`config.mk`:
```
export PLATFORM = sky130hd
export DESIGN_NAME = maze_game_ctrl
export DESIGN_NICKNAME = d
export VERILOG_FILES = /design/src/rtl/maze_game_ctrl.sv
export SDC_FILE = /design/constraint.sdc
export NUM_CORES = 1
export LEC_CHECK = 0
export CAP_MARGIN = 10
export CELL_PAD_IN_SITES_DETAIL_PLACEMENT = 1
export CELL_PAD_IN_SITES_GLOBAL_PLACEMENT = 2
export CORE_ASPECT_RATIO = 0.7
export CORE_MARGIN = 10
export CORE_UTILIZATION = 32
export DETAILED_ROUTE_END_ITERATION = 10
export PLACE_DENSITY_LB_ADDON = 0.1
export SETUP_SLACK_MARGIN = 0.3
export SLEW_MARGIN = 20
export SYNTH_ARGS = -nofsm -noshare
export SYNTH_HDL_FRONTEND = slang
export SYNTH_SLANG_ARGS = --single-unit
```
`constraint.sdc`:
```
create_clock -name clk -period 3.75 [get_ports clk]
set_input_delay 0.375 -clock clk [delete_from_list [all_inputs] [get_ports clk]]
set_output_delay 0.375 -clock clk [all_outputs]
set_load 0.02 [all_outputs]
```
`src/rtl/maze_game_ctrl.sv`:
```
// 8x8 maze game core: player, timer, win/lose FSM, row-scanned matrix.
// Build option MAZE_WALL_BLOCK_EN: walls block moves; 15 bumps lose.
module maze_game_ctrl #(
  parameter logic [63:0] MAP        = 64'hFB89_ADAD_ADA5_91DF,
  parameter logic [63:0] WIN_PIC    = 64'h3C42_A581_A599_423C,
  parameter int          START_ROW  = 7,
  parameter int          START_COL  = 2,
  parameter int          EXIT_ROW   = 0,
  parameter int          EXIT_COL   = 5,
  parameter int          TIME_LIMIT = 20
) (
  input  logic       clk,
  input  logic       reset,
  input  logic       sec_tick,
  input  logic       scan_tick,
  input  logic       key_up,
  input  logic       key_down,
  input  logic       key_left,
  input  logic       key_right,
  input  logic       restart,
  output logic [7:0] disp_row,
  output logic [7:0] disp_red,
  output logic [7:0] disp_green,
  output logic [3:0] time_tens,
  output logic [3:0] time_ones,
  output logic [1:0] game_state
);

  typedef enum logic [1:0] {
    PLAY = 2'b00,
    WIN  = 2'b01,
    LOSE = 2'b10
  } state_t;

  localparam logic [2:0] SR     = 3'(START_ROW);
  localparam logic [2:0] SC     = 3'(START_COL);
  localparam logic [2:0] ER     = 3'(EXIT_ROW);
  localparam logic [2:0] EC     = 3'(EXIT_COL);
  localparam logic [3:0] T_TENS = 4'(TIME_LIMIT / 10);
  localparam logic [3:0] T_ONES = 4'(TIME_LIMIT % 10);

  state_t     state, state_n;
  logic [2:0] row, col, row_n, col_n;
  logic [3:0] tens, ones, tens_n, ones_n;
  logic [2:0] cand_row, cand_col;
  logic       mv, on_grid, wall, at_exit;
  logic [2:0] scan_idx;

`ifdef MAZE_WALL_BLOCK_EN
  logic [3:0] bumps, bumps_n;
`endif

  // Highest-priority key wins even when its move falls off the grid.
  always_comb begin
    cand_row = row;
    cand_col = col;
    mv       = 1'b1;
    on_grid  = 1'b1;
    if (key_up) begin
      on_grid  = (row != 3'd0);
      cand_row = row - 3'd1;
    end else if (key_down) begin
      on_grid  = (row != 3'd7);
      cand_row = row + 3'd1;
    end else if (key_left) begin
      on_grid  = (col != 3'd0);
      cand_col = col - 3'd1;
    end else if (key_right) begin
      on_grid  = (col != 3'd7);
      cand_col = col + 3'd1;
    end else begin
      mv = 1'b0;
    end
    wall    = MAP[~{cand_row, cand_col}];
    at_exit = (cand_row == ER) && (cand_col == EC);
  end

  always_comb begin
    state_n = state;
    row_n   = row;
    col_n   = col;
    tens_n  = tens;
    ones_n  = ones;
`ifdef MAZE_WALL_BLOCK_EN
    bumps_n = bumps;
`endif
    if (restart) begin
      state_n = PLAY;
      row_n   = SR;
      col_n   = SC;
      tens_n  = T_TENS;
      ones_n  = T_ONES;
`ifdef MAZE_WALL_BLOCK_EN
      bumps_n = 4'd0;
`endif
    end else if (state == PLAY) begin
      if (sec_tick && {tens, ones} != 8'h00) begin
        if (tens == 4'd0 && ones == 4'd1)
          state_n = LOSE;
        if (ones == 4'd0) begin
          ones_n = 4'd9;
          tens_n = tens - 4'd1;
        end else begin
          ones_n = ones - 4'd1;
        end
      end
      // A winning move overrides a same-cycle expiry.
      if (mv && on_grid) begin
        if (wall) begin
`ifdef MAZE_WALL_BLOCK_EN
          if (bumps != 4'd15)
            bumps_n = bumps + 4'd1;
          if (bumps >= 4'd14)
            state_n = LOSE;
`else
          row_n   = cand_row;
          col_n   = cand_col;
          state_n = LOSE;
`endif
        end else begin
          row_n = cand_row;
          col_n = cand_col;
          if (at_exit)
            state_n = WIN;
        end
      end
    end
  end

  always_ff @(posedge clk) begin
    if (reset) begin
      state <= PLAY;
      row   <= SR;
      col   <= SC;
      tens  <= T_TENS;
      ones  <= T_ONES;
`ifdef MAZE_WALL_BLOCK_EN
      bumps <= 4'd0;
`endif
    end else begin
      state <= state_n;
      row   <= row_n;
      col   <= col_n;
      tens  <= tens_n;
      ones  <= ones_n;
`ifdef MAZE_WALL_BLOCK_EN
      bumps <= bumps_n;
`endif
    end
  end

  always_ff @(posedge clk) begin
    if (reset) begin
      scan_idx   <= 3'd0;
      disp_row   <= 8'h80;
      disp_red   <= 8'h00;
      disp_green <= 8'h00;
    end else if (scan_tick) begin
      scan_idx <= scan_idx + 3'd1;
      disp_row <= 8'h80 >> scan_idx;
      case (state)
        WIN: begin
          disp_green <= WIN_PIC[{~scan_idx, 3'b111} -: 8];
          disp_red   <= 8'h00;
        end
        LOSE: begin
          disp_green <= 8'hFF;
          disp_red   <= 8'h00;
        end
        default: begin
          disp_green <= MAP[{~scan_idx, 3'b111} -: 8];
          disp_red   <= (row == scan_idx) ? (8'h80 >> col) : 8'h00;
        end
      endcase
    end
  end

  assign time_tens  = tens;
  assign time_ones  = ones;
  assign game_state = state;

endmodule

```
==> Word-level counts from Yosys, hierarchy flattened <==
Memory sizes are Yosys's and may differ from the RTL's.
Cells that the tools add are included.
{ "totals": {"reg_bits": 43, "latch_bits": 0, "ramBits": 0, "rom_bits": 64, "input_bits": 9, "n_memories": 1} }
{ "memory_table": {"columns": ["memory", "depth", "word_bits", "rd", "rd_clocked_by_memory_dff", "wr", "line", "source"], "rows": [
  ["(name not given)", 64, 1, 1, 0, 0, "74", "wall = MAP[~{cand_row, cand_col}];"]
]} }
{ "classes": {"n_addsub": 7, "n_mul": 0, "div": 0, "magnitude_cmp": 1, "eq_ne": 7, "shifts": 4, "mux": 24, "bitwise_logic": 2, "n_reduce_logical": 16} }
{ "ops": {"columns": ["operator", "n"], "rows": [
  ["variable part select 71 x 7 -> 8 bit, first input constant", 2],
  ["two-way mux 3 bit", 6],
  ["two-way mux 8 bit", 2],
  ["case mux 8 bit (2 select lines)", 1],
  [">> shifter 8 x 3 -> 8 bit, first input constant", 2],
  ["two-way mux 2 bit", 5],
  ["adder 3 x 1 -> 3 bit, second input constant", 3],
  ["two-way mux 1 bit", 9],
  ["zero test 4 bit", 2],
  ["nonzero test 8 bit", 1],
  ["subtractor 4 x 1 -> 4 bit, second input constant", 2],
  ["< comparator 6 x 7 -> 1 bit, second input constant", 1],
  ["inequality test 3 bit, second input constant", 2],
  ["NOT 6 bit", 1],
  ["nonzero test 3 bit", 2],
  ["subtractor 3 x 1 -> 3 bit, second input constant", 2],
  ["equality test 4 x 1 -> 1 bit, second input constant", 1],
  ["logical AND 1 bit", 4],
  ["two-way mux 4 bit", 1],
  ["AND reduction 2 bit", 2],
  ["OR reduction 2 bit", 2],
  ["equality test 3 bit", 1],
  ["equality test 3 bit, second input constant", 1],
  ["zero test 3 bit", 1],
  ["other kinds (5)", 5]
]} }

==> Logic depth before layout (Yosys ltp) <==
{ "depth": {"ltp_word": 10, "depth_mapped": 12} }

==> Least setup slack after synthesis <==
Ideal clock, no wire load.
{ "synth_path": {"path_type": "register to register", "startpoint": "register col[0]", "endpoint": "register state[1] (netlist: game_state[1])", "setup_time_ns": 0.139, "t_arrival_ns": 2.455, "t_required_ns": 3.611, "path_slack_ns": 1.156, "path_stages_with_launch": 12, "path_buffers": 0, "synth_period_minus_slack_ns": 2.594, "cell_sequence": "dfxtp_1 > inv_1 > ha_1 > nor3b_1 > a21oi_1 > a2bb2oi_2 > ha_1 > or3_1 > a21oi_1 > a211oi_2 > a311oi_2 > a221oi_1"} }
{ "synth_between": {"elab_chain_cells": 10} }
{ "synth_lines": {"columns": ["element", "line", "source"], "rows": [
  ["start: declaration", "43", "logic [2:0] row, col, row_n, col_n;"],
  ["start signal: assignment", "143", "col <= col_n;"],
  ["adder 3 x 1 -> 3 bit", "70", "cand_col = col + 3'd1;"],
  ["two-way mux 3 bit", "68", "end else if (key_right) begin"],
  ["two-way mux 3 bit", "65", "end else if (key_left) begin"],
  ["two-way mux 3 bit", "62", "end else if (key_down) begin"],
  ["two-way mux 3 bit", "59", "if (key_up) begin"],
  ["NOT 6 bit / equality test 3 bit (equally long branches)", "74, 75", null],
  ["memory (64 x 1 bit) / logical AND 1 bit (equally long branches)", null, null],
  ["two-way mux 1 bit (not written as such) / two-way mux 2 bit (equally long branches)", "74, 123", null],
  ["two-way mux 2 bit", "109", "if (wall) begin"],
  ["two-way mux 2 bit *", "108", "if (mv && on_grid) begin"],
  ["end signal: assignment", "141", "state <= state_n;"],
  ["end: declaration", "42", "state_t state, state_n;"]
]} }
Mark *: on every way between the ends. The rest lies on a longest branch, timed or not. The select of a mux whose other input is x is not followed.
A chain may end at the register's enable or synchronous reset.

==> Worst setup path in the final report <==
Ends and elaborated chain as after synthesis.

==> impl_metrics.py <==
metrics = {
    "outcome": {
        "status": "finished, final reports clean",
    },
    "synth": {
        "synth_ff_type": "dfxtp_1",
        "synth.area.top_cells": "dfxtp_1, ha_1, nor2_1",
        "synth_seq_cells": 41,
        "yosysSeqAreaShare": 0.331,
        "synthDistinctLibCells": 59,
        "yosys_warnings": 0,
        "syn-mean-instance-area_um2": 8.60,
        "syn_nets": 321,
        "synthesis.area_mm2": 0.00248,
        "synth-edff-count": 0,
        "syn_inst": 288,
        "synth_top_area_cell": "dfxtp_1",
        "async_flop_share": 0,
        "yosysTopAreaCellShare": 0.331,
    },
    "clock_tree": {
        "cts.sinks": 41,
        "hold_buffers": 0,
        "cts_buffer_depth": 2,
        "clk_pin_slew_worst_paths_ps": 90,
        "post-cts-setup-buffers": 0,
        "cts-resized-gates": 0,
        "root_buffer": "clkbuf_8",
        "cts_tree": "built",
        "numCtsBuffers": 5,
        "insertion_delay_ps": 300,
        "htreeDepth": 2,
    },
    "detailed_routing": {
        "wirelength_mm": 6.85,
        "viasPerCell": 5.02,
        "antenna_left": 0,
        "dr.pass1.iters": 4,
        "wl_per_cell_um": 16.2,
        "remaining_drc_errors": 0,
        "drtIter0Drc": 87,
        "detailroute.via_count": 2120,
    },
    "pwr": {
        "p_seq_frac": 0.450,
        "p_leak_nw": 1.19,
        "p_int_uw": 734,
        "clkPwrFrac": 0.311,
        "power_mw": 1.08,
        "p_sw_uw": 343,
        "p_per_area_mw_per_mm2": 353,
        "switching_share": 0.319,
        "max-vdd-ir-drop_uv": 153,
        "pwr-share-comb": 0.239,
    },
    "floorplan": {
        "die_height_um": 93.6,
        "core-area_mm2": 0.00742,
        "dieArea_mm2": 0.0117,
        "rows": 26,
        "ios": 43,
        "die_w_um": 125,
        "initial_core_util": 0.334,
    },
    "job": {
        "maxCapViolations": 0,
    },
    "layout": {
        "nets": 356,
        "fin_cells": 422,
        "area_growth_pct": 23.2,
        "final_util": 0.411,
        "diodes": 0,
        "drive_above_1_share": 0.0710,
        "nFillCells": 894,
    },
    "setup_path": {
        "worstSetupEndpointType": "flip-flop",
        "arrival_ps": 3060,
        "r2r_slack_ps": 860,
        "crit_path_start_kind": "flip-flop",
        "path_class": "flip-flop to flip-flop",
        "path_max_fanout": 8,
        "required_ps": 3920,
    },
    "sta": {
        "finalHoldViolCount": 0,
        "finClkSkew_ps": 8.29,
        "finalSetupViolCount": 0,
        "tightest_slew_ps": 671,
        "maxSlewViolCount": 0,
        "hold-worst-slack_ps": 469,
        "max_freq_mhz": 346,
        "rsz0062_at_grt": "no",
        "relSlewSlack": 0.551,
        "finalCritPeriodShare": 0.771,
        "final.setup.tns_ps": 0,
        "period_needed_ps": 2890,
    },
    "place": {
        "dpl.cell_count": 414,
        "hpwl_mm": 5.13,
        "place_congestion": 0.795,
        "port-buffer-count": 42,
    },
    "min_path": {
        "hold_class": "flip-flop to flip-flop",
    },
    "grt": {
        "grt_pass1_vias": 2235,
        "grt_pass1_wl_mm": 11.6,
        "overflow": 0,
        "grt_max_degree": 28,
        "antenna_found_initial": 0,
        "grt_usage": 0.119,
    },
}
-- cell type report --
| type | instances | area (um^2) | share of cell area |
|---|---|---|---|
| clock buffer | 7 | 96.3 | 0.0316 |
| clock inverter | 1 | 5.00 | 0.00164 |
| inverter | 17 | 63.8 | 0.0209 |
| multi-input combinational | 214 | 1510 | 0.494 |
| sequential | 41 | 821 | 0.269 |
| tap | 98 | 123 | 0.0402 |
| timing repair buffer | 44 | 435 | 0.143 |
-- per-layer routing --
metal	vias up	routed length, um	global-route usage
met2	33	2760	0.176
met3	6	361	0.0429
met5	-	0	0
met4	0	57	0.0287
met1	997	3670	0.162
li1	1084	-	-
-- worst max-delay path, cell delays in order, from the launching register on --
cell and delay [ps]:
dfxtp_1 570, inv_1 170, ha_1 340, nor3b_1 200, a21oi_1 80, a2bb2oi_2 180
ha_1 200, or3_1 360, a21oi_1 190, a211oi_2 70, a311oi_2 290, a221oi_1 120
-- kinds of logic (layout without fill, tap and decap cells) --
| logic type | after synthesis | count (layout) | share of synthesized area |
|---|---|---|---|
| fa+ha+maj | 24 | 24 | 0.121 |
| xor+xnor | 13 | 13 | 0.0535 |
| mux | 7 | 7 | 0.0308 |
| compound gates | 69 | 69 | 0.204 |
| buf+inv | 33 | 69 | 0.0601 |
| simple gates | 101 | 101 | 0.199 |
| flops | 41 | 41 | 0.331 |
-- sequential cells by signal (all words and copies together) (netlist names) --
register    count
row             3
col             3
game_state      2
time_ones       4
disp_red        8
disp_green      6
scan_idx        3
time_tens       4
disp_row        8
-- path summary, 6_finish.rpt --
path	to	cells past startpoint	from
max reg2reg	game_state[1]	11	col[0]
min	disp_row[2]	2	disp_row[2]
max	game_state[1]	11	col[0]
min reg2reg	disp_row[2]	2	disp_row[2]
-- cells in the mapped netlist, types with 3 or more instances --
| master | instances |
|---|---|
| xnor2_1 | 7 |
| nand2_1 | 16 |
| nor2_1 | 41 |
| a21oi_1 | 14 |
| nor3_1 | 5 |
| mux2i_1 | 5 |
| o21ai_0 | 11 |
| xor2_1 | 5 |
| or3_1 | 3 |
| a211oi_1 | 11 |
| a22oi_1 | 10 |
| nor2b_1 | 3 |
| ha_1 | 24 |
| inv_1 | 16 |
| clkbuf_1 | 10 |
| dfxtp_1 | 41 |
| o211ai_1 | 3 |
| nand3_1 | 13 |
-- through the flow --
stage	setup WS (ps)	area [um^2]
after floorplan	1160	2480
after global placement	830	2950
after detailed placement	741	2950
after CTS	820	3050
after global routing	646	3050
final	858	3050
-- placed cells by master, fill, tap and decap left out, drive strengths merged, types with 6 or more instances in the layout --
cell type and count:
ha 24, a21oi 15, o21ai 14, inv 16
nor3 6, xnor2 8, dfxtp 41, a211oi 12
nor2 42, nand2 16, clkbuf 7, clkdlybuf4s50 42
a22oi 10, nand3 13
-- power by group through the flow --
| stage | logic (mW) | clock network (mW) | registers (mW) |
|---|---|---|---|
| 2_1_floorplan | 0.170 | 0 | 0.498 |
| 5_1_grt | 0.289 | 0.366 | 0.490 |
| 3_5_place_dp | 0.259 | 0 | 0.495 |
| 3_3_place_gp | 0.257 | 0 | 0.494 |
| 4_1_cts | 0.261 | 0.350 | 0.485 |
| 6_report | 0.258 | 0.335 | 0.484 |
(Power assumes the default switching activity.)
